File: src/rtl/audio_pwm_if.sv
// Audio PWM bus: enable/sample request side and PWM/status side.
//   master : drives enable, sample; observes pwm_out, frame_start, busy, state
//   slave  : the PWM engine (inverse directions)
interface audio_pwm_if #(
  parameter int unsigned PWM_WIDTH = 8
);
  logic                 enable;
  logic [PWM_WIDTH:0]   sample;
  logic                 pwm_out;
  logic                 frame_start;
  logic                 busy;
  logic [1:0]           state;

  modport master (
    output enable, sample,
    input  pwm_out, frame_start, busy, state
  );

  modport slave (
    input  enable, sample,
    output pwm_out, frame_start, busy, state
  );
endinterface

File: src/rtl/audio_pwm.sv
// Audio PWM output stage with click-free soft start/stop ramps.
// Ports:
//   clk, rst_n        : system clock, asynchronous active-low reset
//   bus.enable        : request to run the audio output
//   bus.sample        : unsigned mixed level 0..2^PWM_WIDTH (clamped above)
//   bus.pwm_out       : PWM pin, high while cnt < duty and not OFF
//   bus.frame_start   : one-cycle pulse on the first cycle of each frame
//   bus.busy          : high whenever state != OFF
//   bus.state         : OFF=0, RAMP_UP=1, RUN=2, RAMP_DOWN=3
module audio_pwm #(
  parameter int unsigned PWM_WIDTH = 8,
  parameter int unsigned PRESCALE  = 1
) (
  input  logic       clk,
  input  logic       rst_n,
  audio_pwm_if.slave bus
);

  localparam int unsigned PWM_MAX = 1 << PWM_WIDTH;
  localparam int unsigned MID     = PWM_MAX / 2;
  localparam int unsigned DUTY_W  = PWM_WIDTH + 1;
  localparam int unsigned PS_W    = (PRESCALE > 1) ? $clog2(PRESCALE) : 1;

  localparam logic [1:0] S_OFF       = 2'd0;
  localparam logic [1:0] S_RAMP_UP   = 2'd1;
  localparam logic [1:0] S_RUN       = 2'd2;
  localparam logic [1:0] S_RAMP_DOWN = 2'd3;

  logic [1:0]           state_q, state_d;
  logic [PS_W-1:0]      ps_q, ps_d;
  logic [PWM_WIDTH-1:0] cnt_q, cnt_d;
  logic [DUTY_W-1:0]    duty_q, duty_d;
  logic                 fs_q, fs_d;
  logic                 pwm_q;
  logic                 busy_q;

  logic                 tick;
  logic                 boundary;
  logic                 go_down;
  logic [DUTY_W-1:0]    duty_inc;
  logic [DUTY_W-1:0]    sample_clamped;

  assign tick     = (state_q != S_OFF) && (ps_q == PS_W'(PRESCALE - 1));
  assign boundary = tick && (cnt_q == PWM_WIDTH'(PWM_MAX - 1));
  assign duty_inc = duty_q + 1'b1;
  assign sample_clamped = (bus.sample > DUTY_W'(PWM_MAX)) ? DUTY_W'(PWM_MAX) : bus.sample;

  // Next-state, counters and duty; all non-OFF decisions wait for a frame boundary.
  always_comb begin
    state_d = state_q;
    ps_d    = ps_q;
    cnt_d   = cnt_q;
    duty_d  = duty_q;
    fs_d    = 1'b0;
    go_down = 1'b0;

    if (state_q == S_OFF) begin
      if (bus.enable) begin
        state_d = S_RAMP_UP;
        ps_d    = '0;
        cnt_d   = '0;
        duty_d  = '0;
        fs_d    = 1'b1;
      end
    end else begin
      if (tick) begin
        ps_d  = '0;
        cnt_d = cnt_q + 1'b1;
      end else begin
        ps_d  = ps_q + 1'b1;
      end

      if (boundary) begin
        fs_d = 1'b1;
        case (state_q)
          S_RAMP_UP: begin
            if (bus.enable) begin
              duty_d = duty_inc;
              if (duty_inc == DUTY_W'(MID)) state_d = S_RUN;
            end else begin
              go_down = 1'b1;
            end
          end
          S_RUN: begin
            if (bus.enable) duty_d = sample_clamped;
            else            go_down = 1'b1;
          end
          S_RAMP_DOWN: begin
            if (bus.enable) state_d = S_RAMP_UP;
            else            go_down = 1'b1;
          end
          default: ;
        endcase

        // Step down one level per frame; reaching zero shuts the output off.
        if (go_down) begin
          if (duty_q <= DUTY_W'(1)) begin
            state_d = S_OFF;
          end else begin
            duty_d  = duty_q - 1'b1;
            state_d = S_RAMP_DOWN;
          end
        end
      end

      // Entering OFF: no new frame starts, so counters clear and no pulse.
      if (state_d == S_OFF) begin
        ps_d   = '0;
        cnt_d  = '0;
        duty_d = '0;
        fs_d   = 1'b0;
      end
    end
  end

  // State registers; pwm/busy are registered from next-state values so they
  // track the counters with no extra cycle of latency.
  always_ff @(posedge clk or negedge rst_n) begin
    if (!rst_n) begin
      state_q <= S_OFF;
      ps_q    <= '0;
      cnt_q   <= '0;
      duty_q  <= '0;
      fs_q    <= 1'b0;
      pwm_q   <= 1'b0;
      busy_q  <= 1'b0;
    end else begin
      state_q <= state_d;
      ps_q    <= ps_d;
      cnt_q   <= cnt_d;
      duty_q  <= duty_d;
      fs_q    <= fs_d;
      pwm_q   <= (state_d != S_OFF) && ({1'b0, cnt_d} < duty_d);
      busy_q  <= (state_d != S_OFF);
    end
  end

  assign bus.pwm_out     = pwm_q;
  assign bus.frame_start = fs_q;
  assign bus.busy        = busy_q;
  assign bus.state       = state_q;

endmodule

File: src/flat_wrapper.sv
// flat-port wrapper written by rule: the top's interface ports become plain ports
module audio_pwm_flat 
#(
  parameter int unsigned PWM_WIDTH = 8,
  parameter int unsigned PRESCALE  = 1
)
  (clk, rst_n, bus_enable, bus_sample, bus_pwm_out, bus_frame_start, bus_busy, bus_state);
  audio_pwm_if #(.PWM_WIDTH(PWM_WIDTH)) bus_i ();
  input  logic clk;
  input  logic rst_n;
  input wire logic [$bits(bus_i.enable)-1:0] bus_enable;
  input wire logic [$bits(bus_i.sample)-1:0] bus_sample;
  output wire logic [$bits(bus_i.pwm_out)-1:0] bus_pwm_out;
  output wire logic [$bits(bus_i.frame_start)-1:0] bus_frame_start;
  output wire logic [$bits(bus_i.busy)-1:0] bus_busy;
  output wire logic [$bits(bus_i.state)-1:0] bus_state;
  assign bus_i.enable = bus_enable;
  assign bus_i.sample = bus_sample;
  assign bus_pwm_out = bus_i.pwm_out;
  assign bus_frame_start = bus_i.frame_start;
  assign bus_busy = bus_i.busy;
  assign bus_state = bus_i.state;
  audio_pwm #(.PWM_WIDTH(PWM_WIDTH), .PRESCALE(PRESCALE)) u_core (.clk(clk), .rst_n(rst_n), .bus(bus_i));
endmodule
File: config.mk
export PLATFORM = sky130hd
export DESIGN_NAME = audio_pwm_flat
export DESIGN_NICKNAME = d
export VERILOG_FILES = /design/src/rtl/audio_pwm_if.sv /design/src/rtl/audio_pwm.sv /design/src/flat_wrapper.sv
export SDC_FILE = /design/constraint.sdc
export NUM_CORES = 1
export LEC_CHECK = 0
export ABC_CLOCK_PERIOD_IN_PS = 3700
export CELL_PAD_IN_SITES_DETAIL_PLACEMENT = 0
export CELL_PAD_IN_SITES_GLOBAL_PLACEMENT = 1
export CORE_AREA = 2 2 80 82
export DETAILED_ROUTE_END_ITERATION = 7
export DIE_AREA = 0 0 82 84
export GPL_ROUTABILITY_DRIVEN = 0
export GPL_TIMING_DRIVEN = 0
export PLACE_DENSITY = 0.81
export SKIP_LAST_GASP = 1
export SLEW_MARGIN = 0
export SYNTH_ARGS = -nofsm -noshare
export SYNTH_HDL_FRONTEND = slang
export SYNTH_SLANG_ARGS = --single-unit
export TNS_END_PERCENT = 5
File: constraint.sdc
create_clock -name clk -period 3.7 [get_ports clk]
set_clock_uncertainty 0.1 [all_clocks]
set_input_delay 0.74 -clock clk [delete_from_list [all_inputs] [get_ports clk]]
set_output_delay 0.74 -clock clk [all_outputs]
set_load 0.01 [all_outputs]
Word level (Yosys, flattened, before mapping)
Cells that the tools add are included.
- memories: 0
- bits in registers: 23
- ROM bits: 0
- memory bits (writable): 0
- bits of input ports: 12
- output and inout port bits: 5
- bits in latches: 0
- logic and storage cells: 64
- div/mod/pow operators: 0
- magnitude comparators: 3
- eq/ne operators: 6
- muxes and demuxes: 35
- $mul: 0
- bitwise gates (word level): 1
- add/sub/neg operators: 4
- reduce and logical (&&, ||, !) cells: 8
- shift operators: 0
- operator list (kind ; count):
    $mux W9 ; 9
    $mux W8 ; 4
    $pmux W9 S2 ; 1
    $mux W2 ; 8
    $mux W1 ; 12
    $add A9 B1 Y9 const B ; 1
    $eq A9 B8 Y1 const B ; 1
    $gt A9 B9 Y1 const B ; 1
    $le A9 B1 Y1 const B ; 1
    $lt A8 B9 Y1 ; 1
    $sub A9 B1 Y9 const B ; 1
    $add A8 B1 Y8 const B ; 1
    $eq A8 B8 Y1 const B ; 1
    $eq A2 B2 Y1 const B ; 2
    $logic_not A2 Y1 ; 2
    $pmux W2 S2 ; 1
    $reduce_bool A2 Y1 ; 2
    $logic_and A1 B1 Y1 ; 3
    $reduce_or A3 Y1 ; 1
    $eq A2 B1 Y1 const B ; 1
    $ne A2 B2 Y1 const B ; 1
    $add A1 B1 Y1 const B ; 1
    $not A1 Y1 ; 1

Depth between registers and ports, before layout
Gate-level depths: netlist of the first run.
- depth after elaboration: 13
- depth in mapped cells: 17
- gate-level depth less buffers: 15

Least setup slack after synthesis of the first run
OpenSTA, ideal clock, no wires.
- path kind: flip-flop to flip-flop
- start: reg u_core.state_q[0] (netlist: u_core.bus.state[0])
- end: reg u_core.pwm_q (netlist: u_core.bus.pwm_out)
- buffers on the path: 2
- cell stages (with the launch flop): 18
- period minus slack after synthesis: 3.516 ns
- slack: 0.184 ns
- arrival time: 3.287 ns
- setup time: 0.130 ns
- data required time: 3.470 ns
- path through: dfrtp_1 > inv_1 > ha_1 > clkbuf_1 > or2_2 > nor4_2 > o221ai_1 > nand2_2 > buf_2 > o21ai_1 > a21o_1 > ha_1 > a21oi_1 > o21ai_0 > o2111ai_1 > a32oi_1 > o31ai_1 > a2bb2oi_1
- word-level cells in the longest chain between the ends: 13
- elaborated cells on any way between the ends: 32
- those cells by class: order compare: 1; eq/ne: 3; mux: 20; reduce/logical: 8
- ends and longest elaborated chain (what ; RTL line ; RTL):
    from (decl) ; audio_pwm.sv:29 ; logic [1:0] state_q, state_d;
    from (signal assigned) ; audio_pwm.sv:128 ; state_q <= state_d;
    $eq A2 B1 Y1 or $eq A2 B2 Y1 (tied branches) ; audio_pwm.sv:75 ; case (state_q)
    $reduce_or A3 Y1 (no line) ; n/a ;
    $mux W1 ; n/a ;
    $mux W1 ; audio_pwm.sv:73 ; if (boundary) begin
    $mux W1 ; audio_pwm.sv:57 ; if (state_q == S_OFF) begin
    $mux W2 ; audio_pwm.sv:96 ; if (go_down) begin
    $mux W2 ; audio_pwm.sv:73 ;
    $mux W2 ; audio_pwm.sv:57 ;
    $logic_not A2 Y1 ; audio_pwm.sv:107 ; if (state_d == S_OFF) begin
    $mux W8 ; audio_pwm.sv:107 ;
    $mux W8 (*) ; audio_pwm.sv:57 ;
    via u_core.cnt_d[2] ; audio_pwm.sv:31 ; logic [PWM_WIDTH-1:0] cnt_q, cnt_d;
    $lt A8 B9 Y1 (*) ; audio_pwm.sv:133 ; pwm_q <= (state_d != S_OFF) && ({1'b0, cnt_d} < duty_d);
    $logic_and A1 B1 Y1 (*) ; audio_pwm.sv:133 ;
    to (signal assigned) ; audio_pwm.sv:133 ;
    to (decl) ; audio_pwm.sv:34 ; logic pwm_q;
Mark *: on every way through the listed nets, which the timed path passes. The rest lies on a longest branch. The select of a mux whose other input is x is not followed.
A chain may end at the register's enable or synchronous reset.

Worst setup path in the final report of the first run
- start: reg u_core.duty_q[2]
- end: reg u_core.pwm_q (netlist: u_core.bus.pwm_out)
- word-level cells in the longest chain between the ends: 13
- elaborated cells on any way between the ends: 27
- those cells by class: add/sub: 2; order compare: 2; eq/ne: 1; mux: 19; reduce/logical: 3
- ends and longest elaborated chain (what ; RTL line ; RTL):
    from (decl) ; audio_pwm.sv:32 ; logic [DUTY_W-1:0] duty_q, duty_d;
    from (signal assigned) ; audio_pwm.sv:131 ; duty_q <= duty_d;
    $add A9 B1 Y9 ; audio_pwm.sv:45 ; assign duty_inc = duty_q + 1'b1;
    $eq A9 B8 Y1 ; audio_pwm.sv:79 ; if (duty_inc == DUTY_W'(MID)) state_d = S_RUN;
    $mux W2 ; audio_pwm.sv:79 ;
    $mux W2 ; audio_pwm.sv:77 ; if (bus.enable) begin
    $pmux W2 S2 ; audio_pwm.sv:75 ;
    $mux W2 ; audio_pwm.sv:96 ;
    $mux W2 ; audio_pwm.sv:73 ;
    $mux W2 ; audio_pwm.sv:57 ;
    $logic_not A2 Y1 ; audio_pwm.sv:107 ;
    $mux W8 or $mux W9 (tied branches) ; audio_pwm.sv:107 ;
    $mux W8 or $mux W9 (tied branches) ; audio_pwm.sv:57 ;
    $lt A8 B9 Y1 ; audio_pwm.sv:133 ;
    $logic_and A1 B1 Y1 (*) ; audio_pwm.sv:133 ;
Every way passes the cells marked *; elsewhere a longest branch is shown, timed or not. The select of a mux whose other input is x is not followed.

==> results of run 1 <==
stage by stage:
stage / instances / power [mW] / instance area [sq um] / hold WS, ps / setup TNS [ps]
final: 410 / 0.453 / 2940 / 482 / 0
after global routing: 410 / 0.472 / 2940 / 525 / -20.6
after CTS: 405 / 0.451 / 2800 / 484 / 0
after detailed placement: 393 / 0.291 / 2670 / 467 / -924
after global placement: 393 / 0.291 / 2670 / 470 / -949
after floorplan: 301 / 0.270 / 2420 / 344 / 0
sequential cells by signal, summed over array words and instances, names as in the netlist:
signal                  cells
u_core.bus.frame_start      1
u_core.duty_q               9
u_core.bus.busy             1
u_core.bus.pwm_out          1
u_core.ps_q                 1
u_core.cnt_q                8
u_core.bus.state            2
what timing repair did:
action / CTS / global route
setup buffers: 8 / 5
gates resized for setup: 15 / 40
setup endpoints to repair: 1 / 1
pin swaps: 3 / 13
power by group:
| part | switching, mW | internal [mW] | total [mW] |
|---|---|---|---|
| registers | 0 | 0.251 | 0.251 |
| logic | 0.0205 | 0.0171 | 0.0376 |
| clock network | 0.0870 | 0.0772 | 0.164 |
final cells by class:
type	count	area share, %
tap	77	3.28
timing repair buffer	28	8.39
multi-input combinational	241	60.5
inverter	16	2.04
clock buffer	4	1.53
sequential	23	19.7
buffer	21	4.60
routing by layer:
metal	vias up	wire length, um	track usage (%)
met2	132	3510	35.3
met5	-	0	0
met3	32	489	2.92
li1	1219	-	-
met1	1214	3590	33.4
met4	0	264	9.85
cell families after synthesis:
family	count (synthesis)
and+or+nand+nor	111
xor gates and xnor gates	6
adders and majority gates	16
AOI/OAI and AO/OA	103
muxes	5
buffers and inverters	37
DFF	23
placed cells by master, fill, tap and decap left out, types with 3 or more instances in the layout:
master / count
a21o_1: 5
a21oi_1: 20
a22o_1: 3
a31oi_1: 3
a32o_1: 3
a32oi_1: 4
and3_1: 3
and4_1: 4
buf_2: 3
buf_4: 13
buf_6: 6
clkbuf_1: 7
clkbuf_2: 4
clkbuf_8: 3
clkdlybuf4s50_1: 14
dfrtp_1: 21
ha_1: 15
inv_1: 12
inv_2: 4
mux2i_1: 4
nand2_1: 26
nand2b_1: 5
nand3_1: 8
nand4_1: 8
nor2_1: 18
nor2b_1: 3
nor3_1: 8
o211ai_1: 4
o21a_1: 3
o21ai_0: 12
o21ai_1: 7
or3_1: 4
xnor2_1: 3
xor2_1: 3
path summary, 6_finish.rpt:
| kind | from | endpoint | slack [ps] | depth (start not counted) |
|---|---|---|---|---|
| setup / recovery | u_core.duty_q[2]$_DFF_PN0_ | u_core.bus.pwm_out$_DFF_PN0_ | 110 | 12 |
| min in group asynchronous | rst_n | u_core.ps_q$_DFFE_PN0P_ | 940 | 1 |
| hold / removal | u_core.cnt_q[1]$_DFF_PN0_ | u_core.cnt_q[1]$_DFF_PN0_ | 480 | 1 |
| max in group asynchronous | rst_n | u_core.bus.state[1]$_DFF_PN0_ | 1850 | 1 |
| setup reg to reg | u_core.duty_q[2]$_DFF_PN0_ | u_core.bus.pwm_out$_DFF_PN0_ | 110 | 12 |
| hold reg to reg | u_core.cnt_q[1]$_DFF_PN0_ | u_core.cnt_q[1]$_DFF_PN0_ | 480 | 1 |
==> metrics.txt, run 1 <==
CP startpoint kind register; part of the cycle the worst path needs 97.1%; CTS Root Cell clkbuf_8; top post-synthesis cells by area dfrtp_1 (24%), ha_1 (8.3%), a21oi_1 (4.5%); initial antenna violation count 0; status complete, no violations; Synth top area share 23.8%; H-tree depth 1; Final Max Tran Viols 0; Fmax 0.278 GHz; Setup CP Type reg -> reg; Remaining Overflow, GRT 0; fraction of the mapped netlist area in adder cells 8.27%; antenna diode count 0; Reg area 578 sq um; final setup margin 106 ps; drt pass-1 iters 4; Syn Inst Count 301; number of synthesized register bits 23; Synth Area in XOR/XNOR 2.17%; DR iter-0 viols 267; starting density of the core 39.7%; Slew @ Worst Pin 1070 ps; vias in the first global route 2454; pre-CTS WS -924 ps; slowest CP cell or4_4; Finished Core Util 48.2%; most frequent cells after synthesis nand2_1 (26), dfrtp_1 (23), a21oi_1 (22); die width 82 um; post-synthesis area per instance 8.04 sq um; Worst Hold Class reg -> reg; Rows 29; number of library cell types mapped by synthesis 71; Ports 17; Die H 84 um; Critical Path, Cell by Cell buf_6, or4_4, o31ai_4, buf_4, nand2_4, o41ai_1, o31a_1, ha_1, a21oi_1, nand4b_1, nor4_2, a2bb2oi_2; Arr. time, crit path 3700 ps; largest family of logic cells by synthesized area compound AO/OA/AOI/OAI gates; Yosys warnings 0; syn_nets 329; worst path required time 3810 ps; Antenna Nets Post-Route 0; Slowest Stage Delay on Critical Path 590 ps; global-route wire length before repair 12400 um; Slew HR 28.7%; Fill cells 597; All-Layer GR Usage 23.5%; cell with the most instances after synthesis nand2_1; peak supply drop 0.000136 V; Total Nets Final 362; DP HPWL 5770 um; Post-synth top flop dfrtp_1; Synth area leader dfrtp_1; crit path time final 3590 ps; clk slew on worst S/H paths 90 ps; total of max-cap violations 0; post-synthesis sequential area ratio 23.8%; CTS Sinks 23; die area 6890 sq um; LEAKAGE 1.17 nW; Crit path buffers/inverters 2; Avg WL per Cell 19.2 um; largest net degree at the start of global routing 24; Final Hold Fails 0; CTS tree yes; compound-cell area share of the yosys netlist 31.5%; # setup viols final 0; mux share of post-synthesis cell area 2.12%; clk buf depth 2; Via Count 2597; Syn Std Cell Area 2420 sq um; DRC 0; Top delay family on crit path compound AO/OA/AOI/OAI gates; FFs w/ async S/R, synth 100%; share of cells above drive strength 1 20.1%; maximum fanout along the worst path 8; Post-Synth Simple-Gate Area 25.5%; PwrDens 154 nW/um^2; port buffer count 15; area of the core 6100 sq um; via/cell ratio 6.33; Num CTS Buffers 3; Post-synth EDFFs 0; clock latency at the later pin of the worst-skew pair 270 ps; multi-input logic area 1780 sq um; Crit. End Element register; Layout area overhead 21.4%; final WL 7860 um; hold_buf cts 0
(Power assumes the default switching activity.)
==> inputs of run 2 (changes only) <==
--- a/config.mk
+++ b/config.mk
@@ -5,7 +5,6 @@
 export SDC_FILE = /design/constraint.sdc
 export NUM_CORES = 1
 export LEC_CHECK = 0
-export ABC_CLOCK_PERIOD_IN_PS = 3700
 export CELL_PAD_IN_SITES_DETAIL_PLACEMENT = 0
 export CELL_PAD_IN_SITES_GLOBAL_PLACEMENT = 1
 export CORE_AREA = 2 2 80 82
==> results of run 2 <==
Final layout, timing and power as in run 1 (identical DEF).
